$ cat src/rtl/mp64_bus_arbiter_pkg.sv
// rtl/mp64_bus_arbiter_pkg.sv - bus size codes, arbiter state encoding and timeout fill value
package mp64_bus_arbiter_pkg;

   typedef enum logic [1:0] {
      BUS_BYTE  = 2'd0,
      BUS_HALF  = 2'd1,
      BUS_WORD  = 2'd2,
      BUS_DWORD = 2'd3
   } bus_size_e;

   typedef enum logic [1:0] {
      ARB_IDLE = 2'd0,
      ARB_REQ  = 2'd1,
      ARB_WAIT = 2'd2,
      ARB_RESP = 2'd3
   } arb_state_e;

   localparam logic [63:0] ARB_TIMEOUT_DATA = 64'hFFFF_FFFF_FFFF_FFFF;

endpackage

$ cat src/rtl/mp64_rr_pick.sv
// rtl/mp64_rr_pick.sv - combinational round-robin first-one finder starting at i_ptr
module mp64_rr_pick
   import mp64_bus_arbiter_pkg::*;
#(
   parameter int N_PORTS = 4,
   parameter int PTR_W   = $clog2(N_PORTS)
) (
   input  logic [N_PORTS-1:0] i_req,
   input  logic [PTR_W-1:0]   i_ptr,
   output logic               o_found,
   output logic [PTR_W-1:0]   o_idx
);

   int               w_sum;
   logic [PTR_W-1:0] w_cand;

   always_comb begin
      o_found = 1'b0;
      o_idx   = '0;
      w_sum   = 0;
      w_cand  = '0;
      // Scan farthest offset first so the request nearest i_ptr is the last write.
      for (int i = N_PORTS - 1; i >= 0; i--) begin
         w_sum  = (int'(i_ptr) + i) % N_PORTS;
         w_cand = PTR_W'(w_sum);
         if (i_req[w_cand]) begin
            o_found = 1'b1;
            o_idx   = w_cand;
         end
      end
   end

endmodule

$ cat src/rtl/mp64_bus_arbiter.sv
// rtl/mp64_bus_arbiter.sv - round-robin single-outstanding bus arbiter; MP64_ARB_TIMEOUT_EN adds slave timeout
module mp64_bus_arbiter
   import mp64_bus_arbiter_pkg::*;
#(
   parameter int N_PORTS        = 4,
   parameter int PTR_W          = $clog2(N_PORTS),
   parameter int TIMEOUT_CYCLES = 256
) (
   input  logic                  clk,
   input  logic                  rst_n,
   input  logic [N_PORTS-1:0]    m_valid,
   input  logic [64*N_PORTS-1:0] m_addr,
   input  logic [64*N_PORTS-1:0] m_wdata,
   input  logic [N_PORTS-1:0]    m_wen,
   input  logic [2*N_PORTS-1:0]  m_size,
   output logic [63:0]           m_rdata,
   output logic [N_PORTS-1:0]    m_ready,
   output logic                  s_valid,
   output logic [63:0]           s_addr,
   output logic [63:0]           s_wdata,
   output logic                  s_wen,
   output logic [1:0]            s_size,
   input  logic [63:0]           s_rdata,
   input  logic                  s_ready,
   output logic [PTR_W-1:0]      grant_id,
   output logic                  busy,
   output logic                  timeout
);

   arb_state_e         r_state;
   logic [PTR_W-1:0]   r_rr_ptr;
   logic [PTR_W-1:0]   r_grant;
   logic [N_PORTS-1:0] r_m_ready;
   logic [63:0]        r_m_rdata;
   logic               r_s_valid;
   logic [63:0]        r_s_addr;
   logic [63:0]        r_s_wdata;
   logic               r_s_wen;
   logic [1:0]         r_s_size;
   logic               r_busy;

   logic               w_found;
   logic [PTR_W-1:0]   w_idx;
   logic [PTR_W-1:0]   w_next_ptr;
   logic [N_PORTS-1:0] w_grant_oh;

`ifdef MP64_ARB_TIMEOUT_EN
   localparam int CNT_W = $clog2(TIMEOUT_CYCLES + 1);
   logic [CNT_W-1:0] r_cnt;
   logic             r_timeout;
   logic             w_expire;

   assign w_expire = (r_cnt == CNT_W'(TIMEOUT_CYCLES - 1));
   assign timeout  = r_timeout;
`else
   assign timeout = 1'b0;
   // TIMEOUT_CYCLES has no effect unless the timeout is compiled in.
   if (TIMEOUT_CYCLES < 1) begin : g_timeout_unused
   end
`endif

   mp64_rr_pick #(
      .N_PORTS (N_PORTS),
      .PTR_W   (PTR_W)
   ) u_rr_pick (
      .i_req   (m_valid),
      .i_ptr   (r_rr_ptr),
      .o_found (w_found),
      .o_idx   (w_idx)
   );

   assign w_next_ptr = (w_idx == PTR_W'(N_PORTS - 1)) ? '0 : w_idx + 1'b1;
   assign w_grant_oh = N_PORTS'(1) << r_grant;

   always_ff @(posedge clk or negedge rst_n) begin
      if (!rst_n) begin
         r_state   <= ARB_IDLE;
         r_rr_ptr  <= '0;
         r_grant   <= '0;
         r_m_ready <= '0;
         r_m_rdata <= '0;
         r_s_valid <= 1'b0;
         r_s_addr  <= '0;
         r_s_wdata <= '0;
         r_s_wen   <= 1'b0;
         r_s_size  <= '0;
         r_busy    <= 1'b0;
`ifdef MP64_ARB_TIMEOUT_EN
         r_cnt     <= '0;
         r_timeout <= 1'b0;
`endif
      end else begin
         case (r_state)
            ARB_IDLE: begin
               if (w_found) begin
                  r_s_addr  <= m_addr[w_idx*64 +: 64];
                  r_s_wdata <= m_wdata[w_idx*64 +: 64];
                  r_s_wen   <= m_wen[w_idx];
                  r_s_size  <= m_size[w_idx*2 +: 2];
                  r_grant   <= w_idx;
                  r_rr_ptr  <= w_next_ptr;
                  r_s_valid <= 1'b1;
                  r_busy    <= 1'b1;
                  r_state   <= ARB_REQ;
               end
            end
            ARB_REQ: begin
               r_s_valid <= 1'b0;
               if (s_ready) begin
                  r_m_rdata <= s_rdata;
                  r_m_ready <= w_grant_oh;
                  r_state   <= ARB_RESP;
               end else begin
                  r_state   <= ARB_WAIT;
`ifdef MP64_ARB_TIMEOUT_EN
                  r_cnt     <= '0;
`endif
               end
            end
            ARB_WAIT: begin
               // A response on the terminal-count cycle still completes normally.
               if (s_ready) begin
                  r_m_rdata <= s_rdata;
                  r_m_ready <= w_grant_oh;
                  r_state   <= ARB_RESP;
               end
`ifdef MP64_ARB_TIMEOUT_EN
               else if (w_expire) begin
                  r_m_rdata <= ARB_TIMEOUT_DATA;
                  r_m_ready <= w_grant_oh;
                  r_timeout <= 1'b1;
                  r_state   <= ARB_RESP;
               end else begin
                  r_cnt     <= r_cnt + 1'b1;
               end
`endif
            end
            ARB_RESP: begin
               r_m_ready <= '0;
               r_busy    <= 1'b0;
               r_state   <= ARB_IDLE;
`ifdef MP64_ARB_TIMEOUT_EN
               r_timeout <= 1'b0;
`endif
            end
            default: r_state <= ARB_IDLE;
         endcase
      end
   end

   assign m_rdata  = r_m_rdata;
   assign m_ready  = r_m_ready;
   assign s_valid  = r_s_valid;
   assign s_addr   = r_s_addr;
   assign s_wdata  = r_s_wdata;
   assign s_wen    = r_s_wen;
   assign s_size   = r_s_size;
   assign grant_id = r_grant;
   assign busy     = r_busy;

endmodule

$ cat config.mk
export PLATFORM = sky130hd
export DESIGN_NAME = mp64_bus_arbiter
export DESIGN_NICKNAME = d
export VERILOG_FILES = /design/src/rtl/mp64_bus_arbiter_pkg.sv /design/src/rtl/mp64_rr_pick.sv /design/src/rtl/mp64_bus_arbiter.sv
export SDC_FILE = /design/constraint.sdc
export NUM_CORES = 1
export LEC_CHECK = 0
export BUFFER_PORTS_ARGS = -buffer_cell sky130_fd_sc_hd__buf_2
export CAP_MARGIN = 5
export CORE_AREA = 5 5 306 308
export CTS_CLUSTER_DIAMETER = 150
export DETAILED_ROUTE_END_ITERATION = 7
export DIE_AREA = 0 0 311 313
export GPL_ROUTABILITY_DRIVEN = 0
export PLACE_DENSITY = 0.41
export SYNTH_ARGS = -nofsm -noshare
export SYNTH_HDL_FRONTEND = slang
export SYNTH_HIERARCHICAL = 1
export SYNTH_SLANG_ARGS = --single-unit
$ cat constraint.sdc
create_clock -name clk -period 2.45 [get_ports clk]
set_clock_uncertainty 0.2 [all_clocks]
set_input_delay 0.49 -clock clk [delete_from_list [all_inputs] [get_ports clk]]
set_output_delay 0.49 -clock clk [all_outputs]
set_load 0.01 [all_outputs]
## Yosys cells after proc, flatten, opt, wreduce, memory -nomap -nowiden

Cells that the tools add are included.

| storage, ports and cells | value |
|---|---|
| register bits | 207 |
| input port bits | 595 |
| output and inout port bits | 204 |
| logic and storage cells | 70 |

| cells by class | value |
|---|---|
| add/sub/neg operators | 4 |
| $lt $le $gt $ge | 5 |
| equal/unequal tests | 7 |
| shift operators | 4 |
| multiplexer cells | 28 |
| reduce and logical (&&, ||, !) cells | 11 |

Operators by type and width:

| kind | count |
|---|---|
| 256-bit by 9-bit indexed part select with 64-bit output | 2 |
| 2-bit by 3-bit less-than comparator with 1-bit output (second input constant) | 5 |
| 2-bit 2-to-1 mux | 7 |
| 2-bit AND reduction | 6 |
| 1-bit 2-to-1 mux | 11 |
| 1-bit binary-select mux with 2-bit select | 5 |
| 2-bit case mux with 4 select lines | 1 |
| 4-bit case mux with 2 select lines | 1 |
| 8-bit by 4-bit indexed part select with 2-bit output | 1 |
| 2-bit equality test (second input constant) | 3 |
| 2-bit nonzero test | 3 |
| 2-bit by 1-bit adder with 2-bit output (second input constant) | 2 |
| 2-bit adder (second input constant) | 2 |
| 4-bit 2-to-1 mux | 1 |
| 2-bit by 1-bit inequality test with 1-bit output (second input constant) | 2 |
| 1-bit case mux with 2 select lines | 2 |
| 1-bit by 2-bit left shift with 4-bit output (first input constant) | 1 |
| 2-bit by 1-bit equality test with 1-bit output (second input constant) | 1 |
| 2-bit logical NOT | 1 |
| 2-bit inequality test (second input constant) | 1 |
| 2-bit OR reduction | 1 |

## Longest topological paths before layout

| logic depth | value |
|---|---|
| depth in word-level cells | 9 |
| gate-level depth with buffers | 9 |
| mapped depth without buffers | 5 |

## Modules after synthesis

Netlist, hierarchy kept.

By module, submodules not included:

| module | times used | cells an instance | area each (um2) | sequential area each (um2) |
|---|---|---|---|---|
| mp64_bus_arbiter | 1 | 922 | 11503.5 | 5180.0 |
| mp64_rr_pick | 1 | 13 | 77.6 | 0.0 |

## Least setup slack after synthesis

No wires, ideal clock.

| path | value |
|---|---|
| path type | input port to flip-flop |
| from | input m_valid[1] |
| to | register r_s_wdata[35] (netlist: s_wdata[35]) |
| setup time | 0.137 ns |
| data arrival time | 1.770 ns |
| required time | 2.113 ns |
| path slack | 0.344 ns |
| stages | 8 |
| cell sequence | nor3b_1 a211oi_1 nor2_1 buf_2 buf_6 buf_2 mux2i_1 o221ai_2 |

| on the way | value |
|---|---|
| longest elaborated chain between the ends | 7 |
| elaborated cells on any way between the ends | 18 |

RTL lines:

| element | RTL line | RTL |
|---|---|---|
| start: declaration | mp64_bus_arbiter.sv:11 | `input logic [N_PORTS-1:0] m_valid,` |
| 1-bit binary-select mux with 2-bit select | mp64_rr_pick.sv:26 | `if (i_req[w_cand]) begin` |
| 1-bit 2-to-1 mux (not written as such) | mp64_rr_pick.sv:26 |  |
| 2-bit 2-to-1 mux (3 in series) | mp64_rr_pick.sv:26 |  |
| 2-bit 2-to-1 mux (*) | mp64_rr_pick.sv:26 |  |
| named net w_idx[1] | mp64_bus_arbiter.sv:43 | `logic [PTR_W-1:0] w_idx;` |
| 256-bit by 9-bit indexed part select with 64-bit output (*) | mp64_bus_arbiter.sv:97 | `r_s_wdata <= m_wdata[w_idx*64 +: 64];` |
| end signal: assignment | mp64_bus_arbiter.sv:97 |  |
| end: declaration | mp64_bus_arbiter.sv:37 | `logic [63:0] r_s_wdata;` |

Mark *: on every way through the listed nets, which the timed path passes. The rest lies on a longest branch. The select of a mux whose other input is x is not followed.
A chain may end at the register's enable or synchronous reset.

## Final worst setup path

| path | value |
|---|---|
| from | register r_rr_ptr[1] |
| to | register r_s_wdata[24] (netlist: s_wdata[24]) |

| on the way | value |
|---|---|
| longest elaborated chain between the ends | 8 |
| elaborated cells on any way between the ends | 21 |

RTL lines:

| element | RTL line | RTL |
|---|---|---|
| start: declaration | mp64_bus_arbiter.sv:31 | `logic [PTR_W-1:0] r_rr_ptr;` |
| start signal: assignment | mp64_bus_arbiter.sv:101 | `r_rr_ptr <= w_next_ptr;` |
| 2-bit adder | mp64_rr_pick.sv:24 | `w_sum = (int'(i_ptr) + i) % N_PORTS;` |
| 1-bit binary-select mux with 2-bit select | mp64_rr_pick.sv:26 |  |
| 1-bit 2-to-1 mux (not written as such) | mp64_rr_pick.sv:26 |  |
| 2-bit 2-to-1 mux (3 in series) | mp64_rr_pick.sv:26 |  |
| 2-bit 2-to-1 mux (*) | mp64_rr_pick.sv:26 |  |
| named net w_idx[1] | mp64_bus_arbiter.sv:43 |  |
| 256-bit by 9-bit indexed part select with 64-bit output (*) | mp64_bus_arbiter.sv:97 |  |

Marks and branches as above.

==> results.toml <==
[clock_tree]
clk_path_buf_depth = 3
clock_latency_ns = 0.59
cts.clk_slew.worst_paths_ns = 0.06
cts_buffers = 28
cts_tree = "yes"
cts_sinks = 207
htree_levels = 1
clockRootBuffer = "clkbuf_16"

[yosys]
yosysWarnings = 6
ys_seq_area_share_pct = 44.7
avgSynthCellArea_um2 = 12.4
synth_top_area_share_pct = 44.7
syn-cell-area_mm2 = 0.0116
synth_top_area_cell = "dfrtp_1"
ys_types = 27
ys.flop_type = "dfrtp_1"
synthesis.nets = 1536
synth_edf_count = 0
ys_top_cells_by_area = "dfrtp_1 (45%), mux2i_1 (23%), o221ai_2 (12%), mux2_2 (6.5%), nand2_1 (4.5%)"
synthArstFlopShare_pct = 100
netlist_instances = 935
ys_ff_latch = 207

[power_and_ir_drop]
total_power_uw = 22300
p_comb_share_pct = 54.7
p_seq_share_pct = 27.7
p_sw_uw = 8980
p_int_uw = 13300
power.density_mw_per_mm2 = 1070
pwr-share-clk_pct = 17.6
peakVddDrop_mv = 0.714
switching_share_pct = 40.2
p_leak_uw = 0.0102

[route]
routed_via_density = 3.81
vias = 12200
drt-initial-drc-count = 440
drt_pass1_iterations = 5
ant_nets = 0
routed_wl_mm = 55.7
drc = 0
wire_per_inst_um = 17.4

[global_route]
gr-total-overflow = 0
grt_pass1_vias = 14100
grt_pass1_wl_mm = 83.6
antenna_found_initial = 6
grt_max_degree = 65
grt_util_all_layers_pct = 10.8

[layout]
area_delta_synth_final_pct = 79.5
fillers = 9710
final_common_cell = "buf_2"
fin_cells = 3208
drive_gt1_share_pct = 54.6
nets = 2604
final_cell_mix = "buf_2 (796), mux2i_1 (265), dlygate4sd3_1 (221)"

[timing]
worstMarginPinSlew_ns = 0.577
finalHoldViolations = 0
slew_viol_final = 0
slew_headroom_pct = 61.6
setup_viol = 0
period_minus_slack_ns = 2.34
fin_crit_sh_pct = 95.4
rsz0062_at_grt = "no"
fmax_mhz = 428
hold_ws_ns = 0.0350

[floorplan]
io_pins = 799
start_util_pct = 12.8
die_h_um = 313
die-area_mm2 = 0.0973
die_w_um = 311
std_cell_rows = 111
fp.coreArea_mm2 = 0.0908

[placement]
dp_hpwl_mm = 44.1
io_buffers = 797
dp_cells = 2938

[setup_path]
arrival_ns = 2.60
endpoint_kind = "flip-flop"
cpMaxStageDelayCell = "dlygate4sd3_1"
start_kind = "flip-flop"
crit_path_cell_trace = "nor3b_2, a211oi_2, buf_4, nor2_4, buf_12, mux2i_1, dlygate4sd3_1, o221ai_1"
critical_path_class = "flip-flop to flip-flop"
path_max_fanout = 15
critical_path.max_stage_delay_ns = 0.58
cp.required_ns = 2.71

[outcome]
status = "completed"

[worst_hold_path]
hold_class = "input port to flip-flop"

[run]
maxCapViolCount = 0
[power groups by stage]
stage | registers, uW | clock network [uW] | logic, uW
after floorplan | 6800 | 0 | 6340
after global placement | 6180 | 0 | 12000
after detailed placement | 6200 | 0 | 12100
after CTS | 6200 | 4120 | 12400
after global routing | 6380 | 4240 | 13200
final | 6190 | 3920 | 12200
[area by class of cell]
type                       instances  area, um^2  share of cell area, %
inverter                           4        15.0                 0.0722
clock inverter                     3        28.8                  0.138
antenna                            1        2.50                 0.0120
clock buffer                      45         835                   4.01
tap                             1186        1480                   7.14
timing repair buffer            1120        7280                   35.0
multi-input combinational        642        5960                   28.7
sequential                       207        5180                   24.9
[metrics by stage]
step / TNS (ns) / instance area (um^2) / util, % / setup slack, ns
after floorplan: 0 / 11600 / - / 0.344
after global placement: -0.958 / 17700 / 19.5 / -0.0671
after detailed placement: -4.92 / 17700 / 19.5 / -0.131
after CTS: 0 / 20800 / 22.9 / 0.0440
after global routing: 0 / 20800 / 22.9 / 0.0409
final: 0 / 20800 / 22.9 / 0.112
[cells by family (layout without fill, tap and decap cells)]
| family | after synthesis | count (layout) | synth area share (%) |
|---|---|---|---|
| muxes | 332 | 332 | 29.4 |
| AOI/OAI and AO/OA | 148 | 148 | 15.8 |
| DFF | 207 | 207 | 44.7 |
| adders and majority gates | 6 | 6 | 0.648 |
| buffers and inverters | 86 | 1172 | 4.14 |
| and+or+nand+nor | 155 | 155 | 5.23 |
| other | 1 | 2 | 0.0324 |
[state kept, by name, summed over array words and instances (netlist names)]
| name | flops |
|---|---|
| s_addr | 64 |
| m_ready | 4 |
| s_wdata | 64 |
| s_valid | 1 |
| r_rr_ptr | 2 |
| grant_id | 2 |
| busy | 1 |
| s_wen | 1 |
| r_state | 2 |
| s_size | 2 |
| m_rdata | 64 |
[path summary, 6_finish.rpt]
kind / start / to / slack, ns / cells past startpoint
max in group asynchronous: rst_n / s_wdata[6] / 1.09 / 3
setup reg to reg: r_rr_ptr[1] / s_wdata[24] / 0.11 / 8
setup / recovery: r_rr_ptr[1] / s_wdata[24] / 0.11 / 8
min in group asynchronous: rst_n / s_wen / 0.23 / 2
hold reg to reg: s_wdata[14] / s_wdata[14] / 0.28 / 2
hold / removal: s_rdata[33] / m_rdata[33] / 0.03 / 2
[metal layers]
metal	part of all wire [%]	global-route usage (%)	wire (um)
met2	51	19.5	28300
met1	36	11.6	20200
met4	4.6	4.61	2590
met3	8.2	3.26	4590
met5	0.052	0	29
[Yosys cell counts (2+ instances only)]
library cell / n
nor2_1: 6
mux2i_1: 265
o31ai_1: 4
dfrtp_1: 207
buf_6: 11
o21ai_0: 5
o2bb2ai_1: 2
a21oi_1: 2
o221ai_2: 90
nand2_1: 139
mux2_2: 67
buf_4: 4
clkbuf_1: 20
inv_1: 4
nand2b_1: 5
o221ai_1: 41
buf_2: 47
ha_1: 6
nand3_1: 2
[worst max-delay path: cells and delay by family (launching register included)]
kind	cells	cell delay (ns)
buf+inv	3	0.90
flops	1	0.38
simple gates	2	0.34
compound gates	2	0.18
mux	1	0.18
[timing repair]
item | 4_1_cts | 5_1_grt
resized for setup | 0 | 2
buffers inserted | 0 | 0
endpoints found under the setup margin | 0 | 1
endpoints found under the hold margin | 161 | 0
hold buffers | 221 | 0
No activity file was read; power rests on OpenSTA's default activity.
